### src/rtl/range_counter_param.sv
// Runtime-windowed up/down counter with wrap, saturate and bounce boundary modes.
// Provides a cascade terminal count, a registered turn pulse and bound-error detection.
module range_counter_param #(
  parameter int WIDTH   = 4,
  parameter int RST_VAL = 1
) (
  input  logic             clk,
  input  logic             reset_n,
  input  logic             en,
  input  logic             up_dn,
  input  logic [1:0]       mode,
  input  logic             load,
  input  logic [WIDTH-1:0] load_val,
  input  logic [WIDTH-1:0] lo_bound,
  input  logic [WIDTH-1:0] hi_bound,
  output logic [WIDTH-1:0] count,
  output logic             tc,
  output logic             wrap,
  output logic             sat,
  output logic             bound_err
);

  localparam logic [1:0]       MODE_SAT    = 2'b01;
  localparam logic [1:0]       MODE_BOUNCE = 2'b10;
  localparam logic [WIDTH-1:0] ONE         = {{(WIDTH-1){1'b0}}, 1'b1};
  localparam logic [WIDTH-1:0] RST_COUNT   = WIDTH'(RST_VAL);

  logic [WIDTH-1:0] count_r;
  logic [WIDTH-1:0] count_nxt_s;
  logic             dir_r;
  logic             dir_nxt_s;
  logic             wrap_r;
  logic             wrap_nxt_s;
  logic             bound_err_s;
  logic             d_s;
  logic             in_win_s;
  logic             at_edge_s;
  logic             flat_s;
  logic [WIDTH-1:0] edge_val_s;

  function automatic logic [WIDTH-1:0] clamp(input logic [WIDTH-1:0] v,
                                             input logic [WIDTH-1:0] lo,
                                             input logic [WIDTH-1:0] hi);
    logic [WIDTH-1:0] r;
    if (v < lo) begin
      r = lo;
    end else if (v > hi) begin
      r = hi;
    end else begin
      r = v;
    end
    return r;
  endfunction

  assign bound_err_s = (lo_bound > hi_bound);
  // Bounce mode follows the stored direction; other modes follow up_dn directly.
  assign d_s         = (mode == MODE_BOUNCE) ? dir_r : up_dn;
  assign edge_val_s  = d_s ? hi_bound : lo_bound;
  assign in_win_s    = (count_r >= lo_bound) && (count_r <= hi_bound);
  assign at_edge_s   = (count_r == edge_val_s);
  assign flat_s      = (lo_bound == hi_bound);

  // Next-state selection: bound error freezes, then load, then counting.
  always_comb begin
    count_nxt_s = count_r;
    dir_nxt_s   = dir_r;
    wrap_nxt_s  = 1'b0;
    if (bound_err_s) begin
      count_nxt_s = count_r;
    end else if (load) begin
      count_nxt_s = clamp(load_val, lo_bound, hi_bound);
      dir_nxt_s   = up_dn;
    end else if (en) begin
      if (!in_win_s) begin
        // Bounds moved under the count: re-enter at the start of the travel direction.
        count_nxt_s = d_s ? lo_bound : hi_bound;
      end else if (at_edge_s) begin
        case (mode)
          MODE_SAT: begin
            count_nxt_s = count_r;
          end
          MODE_BOUNCE: begin
            dir_nxt_s  = ~d_s;
            wrap_nxt_s = 1'b1;
            if (flat_s) begin
              count_nxt_s = count_r;
            end else if (d_s) begin
              count_nxt_s = hi_bound - ONE;
            end else begin
              count_nxt_s = lo_bound + ONE;
            end
          end
          default: begin
            count_nxt_s = d_s ? lo_bound : hi_bound;
            wrap_nxt_s  = 1'b1;
          end
        endcase
      end else if (d_s) begin
        count_nxt_s = count_r + ONE;
      end else begin
        count_nxt_s = count_r - ONE;
      end
    end else begin
      count_nxt_s = count_r;
    end
  end

  // State registers with asynchronous reset.
  always_ff @(posedge clk or negedge reset_n) begin
    if (!reset_n) begin
      count_r <= RST_COUNT;
      dir_r   <= 1'b1;
      wrap_r  <= 1'b0;
    end else begin
      count_r <= count_nxt_s;
      dir_r   <= dir_nxt_s;
      wrap_r  <= wrap_nxt_s;
    end
  end

  assign count     = count_r;
  assign wrap      = wrap_r;
  assign bound_err = bound_err_s;
  assign tc        = en & ~load & ~bound_err_s & at_edge_s;
  assign sat       = (mode == MODE_SAT) & ~bound_err_s &
                     (count_r == (up_dn ? hi_bound : lo_bound));

endmodule
### config.mk
export PLATFORM = sky130hd
export DESIGN_NAME = range_counter_param
export DESIGN_NICKNAME = d
export VERILOG_FILES = /design/src/rtl/range_counter_param.sv
export SDC_FILE = /design/constraint.sdc
export NUM_CORES = 1
export LEC_CHECK = 0
export ABC_AREA = 1
export CELL_PAD_IN_SITES_DETAIL_PLACEMENT = 1
export CELL_PAD_IN_SITES_GLOBAL_PLACEMENT = 1
export CORE_MARGIN = 4
export CORE_UTILIZATION = 37
export CTS_CLUSTER_SIZE = 40
export DETAILED_ROUTE_END_ITERATION = 8
export GPL_ROUTABILITY_DRIVEN = 0
export PLACE_DENSITY_LB_ADDON = 0.1
export SLEW_MARGIN = 5
export SYNTH_ARGS = -nofsm -noshare
export SYNTH_HDL_FRONTEND = slang
export SYNTH_SLANG_ARGS = --single-unit
### constraint.sdc
create_clock -name clk -period 2.7 [get_ports clk]
set_clock_uncertainty 0.2 [all_clocks]
set_input_delay 0.405 -clock clk [delete_from_list [all_inputs] [get_ports clk]]
set_output_delay 0.405 -clock clk [all_outputs]
set_load 0.005 [all_outputs]
; Word-level counts from Yosys, hierarchy flattened
; Index checks and enable logic that the tools add are counted.
[totals]
register_bits = 6
latch_bits = 0
ram_bits = 0
mem_bits_ro = 0
in_bits = 19
out_inout_bits = 8
word_cells = 59
memories = 0
[classes]
n_addsub = 4
n_mul = 0
div = 0
magnitude_cmp = 5
n_eq_ne = 7
shift = 0
muxes = 25
bitwise_logic = 8
reduce_logical = 7
[ops]
columns = op, n
row1 = 2-to-1 mux 4 bit, 12
row2 = equality test 4 bit, 3
row3 = 2-to-1 mux 1 bit, 12
row4 = "adder 4 x 1 -> 4 bit, second input constant", 2
row5 = greater-than comparator 4 bit, 2
row6 = one-hot mux 4 bit (2 select lines), 1
row7 = nonzero test 2 bit, 4
row8 = "subtractor 4 x 1 -> 4 bit, second input constant", 2
row9 = bitwise AND 1 bit, 5
row10 = "inequality test 5 bit, second input constant", 1
row11 = AND reduction 5 bit, 1
row12 = greater-or-equal comparator 4 bit, 1
row13 = less-or-equal comparator 4 bit, 1
row14 = < comparator 4 bit, 1
row15 = "inequality test 4 bit, second input constant", 1
row16 = AND reduction 4 bit, 1
row17 = NOT 1 bit, 3
row18 = "equality test 2 x 1 -> 1 bit, second input constant", 1
row19 = "equality test 2 bit, second input constant", 1
row20 = logical AND 1 bit, 1

; Longest topological paths before layout
[depth]
depth_word = 9
mapped_depth = 15
ltp_nobuf = 15

; Least setup slack after synthesis
; OpenSTA, ideal clock, no wires.
[synth_path]
kind = register to register
startpoint = register count_r[0] (netlist: count[0])
endpoint = register count_r[1] (netlist: count[1])
setup_time_ns = 0.116
arrival_time_ns = 1.904
required_ns = 2.384
setup_slack_ns = 0.480
path_stages_with_launch = 13
n_path_buf = 0
synth_period_minus_slack_ns = 2.220
path_cell_list = dfstp_2 > inv_1 > ha_1 > o21bai_1 > nand3_1 > nand3_1 > nand2_1 > nor2_1 > nand3_4 > nor2_1 > nor2_1 > nand2_1 > nand2_1
[synth_between]
elab_chain_cells = 6
word_cells_on_any_way = 14
cone_classes = add/sub (2) / order compare (2) / eq/ne (3) / mux (5) / reduce/logical (2)
[synth_lines]
columns = item, line
row1 = start: declaration, 28  ; logic [WIDTH-1:0] count_r;
row2 = start signal: assignment, 115  ; count_r <= count_nxt_s;
row3 = subtractor 4 x 1 -> 4 bit / adder 4 x 1 -> 4 bit (equally long branches), "101, 99"
row4 = 2-to-1 mux 4 bit, 98  ; end else if (d_s) begin
row5 = 2-to-1 mux 4 bit, 77  ; end else if (at_edge_s) begin
row6 = 2-to-1 mux 4 bit, 74  ; if (!in_win_s) begin
row7 = 2-to-1 mux 4 bit, 73  ; end else if (en) begin
row8 = 2-to-1 mux 4 bit, 70  ; end else if (load) begin
; Several ways; a longest one is shown, not always the timed one. The select of a mux whose other input is x is not followed.
; A chain may end at the register's enable or synchronous reset.

; Final worst setup path
[layout_path]
startpoint = input port lo_bound[2]
endpoint = output port sat
[layout_between]
elab_chain_cells = 4
word_cells_on_any_way = 6
cone_classes = order compare (1) / eq/ne (1) / mux (1) / bitwise (3)
[layout_lines]
columns = item, line
row1 = start: declaration, 14  ; input logic [WIDTH-1:0] lo_bound,
row2 = greater-than comparator 4 bit, 55  ; assign bound_err_s = (lo_bound > hi_bound);
row3 = NOT 1 bit (no line), -
row4 = bitwise AND 1 bit, 125  ; assign sat = (mode == MODE_SAT) & ~bound_err_s &
row5 = bitwise AND 1 bit (*), 125
row6 = end: declaration, 19  ; output logic sat,
; Every way passes the cells marked *; elsewhere a longest branch is shown, timed or not.

==> flow_summary.yaml <==
outcome:
  outcome: "finished, violations left"
  violations: "setup timing"
clock_network:
  hold_buffers: 0
  cts_sinks: 6
  cts_buffer_depth: 2
  cts_tree: "yes"
  cts_buffers: 3
  htreeDepth: 1
  clock_latency_ns: 0.23
  cts_root_buffer: "clkbuf_8"
  clkTransAtPathRegs_ns: 0.04
layout:
  postLayoutCellArea_um2: 2460
  drive_gt1_share_pct: 26.2
  instances_no_fill: 397
  area_delta_synth_final_pct: 51.3
  antennaDiodeCount: 0
  fin_nets: 391
  num-fill-cells: 581
floorplanning:
  die-area_um2: 5510
  die_y_um: 74.2
  initial_core_util_pct: 39.4
  core_um2: 4120
  die_w_um: 74.2
  num_rows: 23
  ios: 27
critical_path:
  critPathLaunchType: "input port"
  critPathLaunch: "lo_bound[2]"
  reg2reg_to: "count[0]"
  required_ns: 2.10
  endpoint: "sat"
  cp-end-kind: "output port"
  crit_type: "input port to output port"
  regToRegSetupSlack_ns: 0.09
  r2r_cells: 14
  worstPathMaxFanout: 2
  worstReg2RegStart: "count[0]"
  worstPathArrival_ns: 2.14
flow_run:
  maxCapViolations: 0
place:
  hpwlAfterDp_mm: 5.68
  dpl.cell_count: 393
  placed_area_um2: 2310
  portBuffers: 26
grt:
  grtUsageTotal_pct: 26.7
  grt_pass1_vias: 2336
  grt_max_degree: 10
  grt_first_pass_wirelength_mm: 11.3
  grt-ovfl-total: 0
  antenna_found_initial: 0
sta:
  setup_ws_ns: -0.0430
  slew_headroom_pct: 74.7
  setup_viol_count_final: 1
  period_share_pct: 102
  final_max_slew_viol_count: 0
  finalHoldViolations: 0
  tns_ns: -0.0430
  worst_pin_slew_ns: 0.376
  max_freq_mhz: 365
  fin_crit_ns: 2.74
synthesis:
  synth_top_area_cell: "nand2_1"
  ys_seq_area_share_pct: 9.41
  synth_area_leaders: "nand2_1 (19%), ha_1 (18%), nand3_1 (17%)"
  synth_top_area_share_pct: 18.7
  synth_nets: 311
  synth_area_um2: 1620
  syn_avg_cell_area_um2: 6.06
  synth-seq-cells: 6
  syn_inst: 268
  synth_warnings: 0
  synth_cell_types: 29
worst_hold_path:
  hold_path_class: "input port to async pin"
detailed_routing:
  via_per_inst: 5.54
  routed_wl_mm: 7.51
  vias: 2200
  wl_per_cell_um: 18.9
  drt_iter0_markers: 112
  drc: 0
  drtPass1Iterations: 4
  postRouteAntennaNets: 0
power:
  power_per_cell_area_nw_per_um2: 635
  fin_total_pwr_mw: 1.56
  ir_drop_v: 0.000477
  p_leak_nw: 1.33
[worst min path at each step]
stage          startpoint       end  slack (ns)
4_1_cts           reset_n  count[3]        0.23
5_1_grt           reset_n  count[3]        0.25
2_1_floorplan     reset_n  count[1]       -0.09
3_3_place_gp        dir_r     dir_r        0.31
6_report          reset_n  count[3]        0.23
3_5_place_dp        dir_r     dir_r        0.33
[layer usage]
| layer | routed length (um) | up-vias | GRT usage [%] |
|---|---|---|---|
| li1 | - | 1063 | - |
| met1 | 3140 | 1051 | 35.4 |
| met2 | 3850 | 76 | 48.3 |
| met3 | 384 | 10 | 1.62 |
| met4 | 134 | 0 | 4.15 |
| met5 | 0 | - | 0 |
[where the power goes]
part	leakage, nW	total [mW]	internal [mW]	switching, mW
Sequential	0.0718	0.170	0.131	0.0388
Combinational	1.23	1.25	0.516	0.730
Clock	0.0228	0.143	0.102	0.0416
[cells in the mapped netlist (all sizes together)]
cell type,number
a2111oi,1
a211oi,1
a21oi,9
buf,2
clkbuf,1
dfrtp,4
dfstp,2
fa,1
ha,23
inv,34
nand2,87
nand3,57
nand4,8
nor2,11
nor3,3
o21ai,15
o21bai,2
or2,1
xor2,6
[stage by stage]
step	utilization [%]	hold slack, ns	setup slack, ns
floorplan	-	-0.0906	0.480
global placement	56.2	0.314	-0.451
detailed placement	56.2	0.330	-0.536
CTS	58.1	0.234	0.00994
global route	59.7	0.254	-0.130
finish	59.7	0.229	-0.0430
[state kept, by name (all words and copies together) (netlist names)]
signal and count:
count 4, dir_r 1, wrap 1
[what timing repair did]
item / 4_1_cts / 5_1_grt
pin swaps: 0 / 2
buffers inserted: 0 / 0
resized for setup: 26 / 18
setup endpoints to repair: 9 / 6
[layout by cell type, fill, tap and decap left out, types with 2 or more instances in the layout]
cell	synthesis	layout
nand2_1	81	76
nand3_1	54	54
buf_4	0	50
inv_1	33	29
ha_1	23	20
clkdlybuf4s50_1	0	15
o21ai_0	13	11
a21oi_1	9	9
nand2_2	4	8
nand4_1	8	8
nor2_1	9	6
xor2_1	6	6
inv_2	1	5
dfrtp_1	4	4
dlygate4sd2_1	0	4
dlymetal6s2s_1	0	4
nand2_4	2	3
o21ai_1	1	3
ha_4	0	3
clkbuf_8	0	3
nand3_2	2	2
nor2_4	1	2
o21bai_1	2	2
nor3_1	3	2
nor2_2	0	2
dfstp_2	2	2
buf_2	1	2
buf_6	0	2
[final cells by class]
class | count | area [um^2] | area share (%)
multi-input cells | 225 | 1420 | 57.6
flip-flops and latches | 6 | 153 | 6.21
inverters | 34 | 128 | 5.20
clock buffers | 4 | 45.0 | 1.83
repair buffers | 78 | 653 | 26.6
well taps | 50 | 62.6 | 2.55
[critical path, stage by stage]
cell and delay [ns]:
clkdlybuf4s50_1 0.52, buf_4 0.14, inv_1 0.06, o21ai_0 0.23, xor2_1 0.27, nand2_1 0.16
a2111oi_4 0.19, buf_2 0.16
[cell families after synthesis]
family,share of synthesized area [%]
AND/OR/NAND/NOR,49.0
buffers and inverters,9.33
AO/OA/AOI/OAI,10.0
adder cells (fa/ha/maj),19.0
XOR/XNOR,3.24
flip-flops,9.41
No activity file was read; power rests on OpenSTA's default activity.
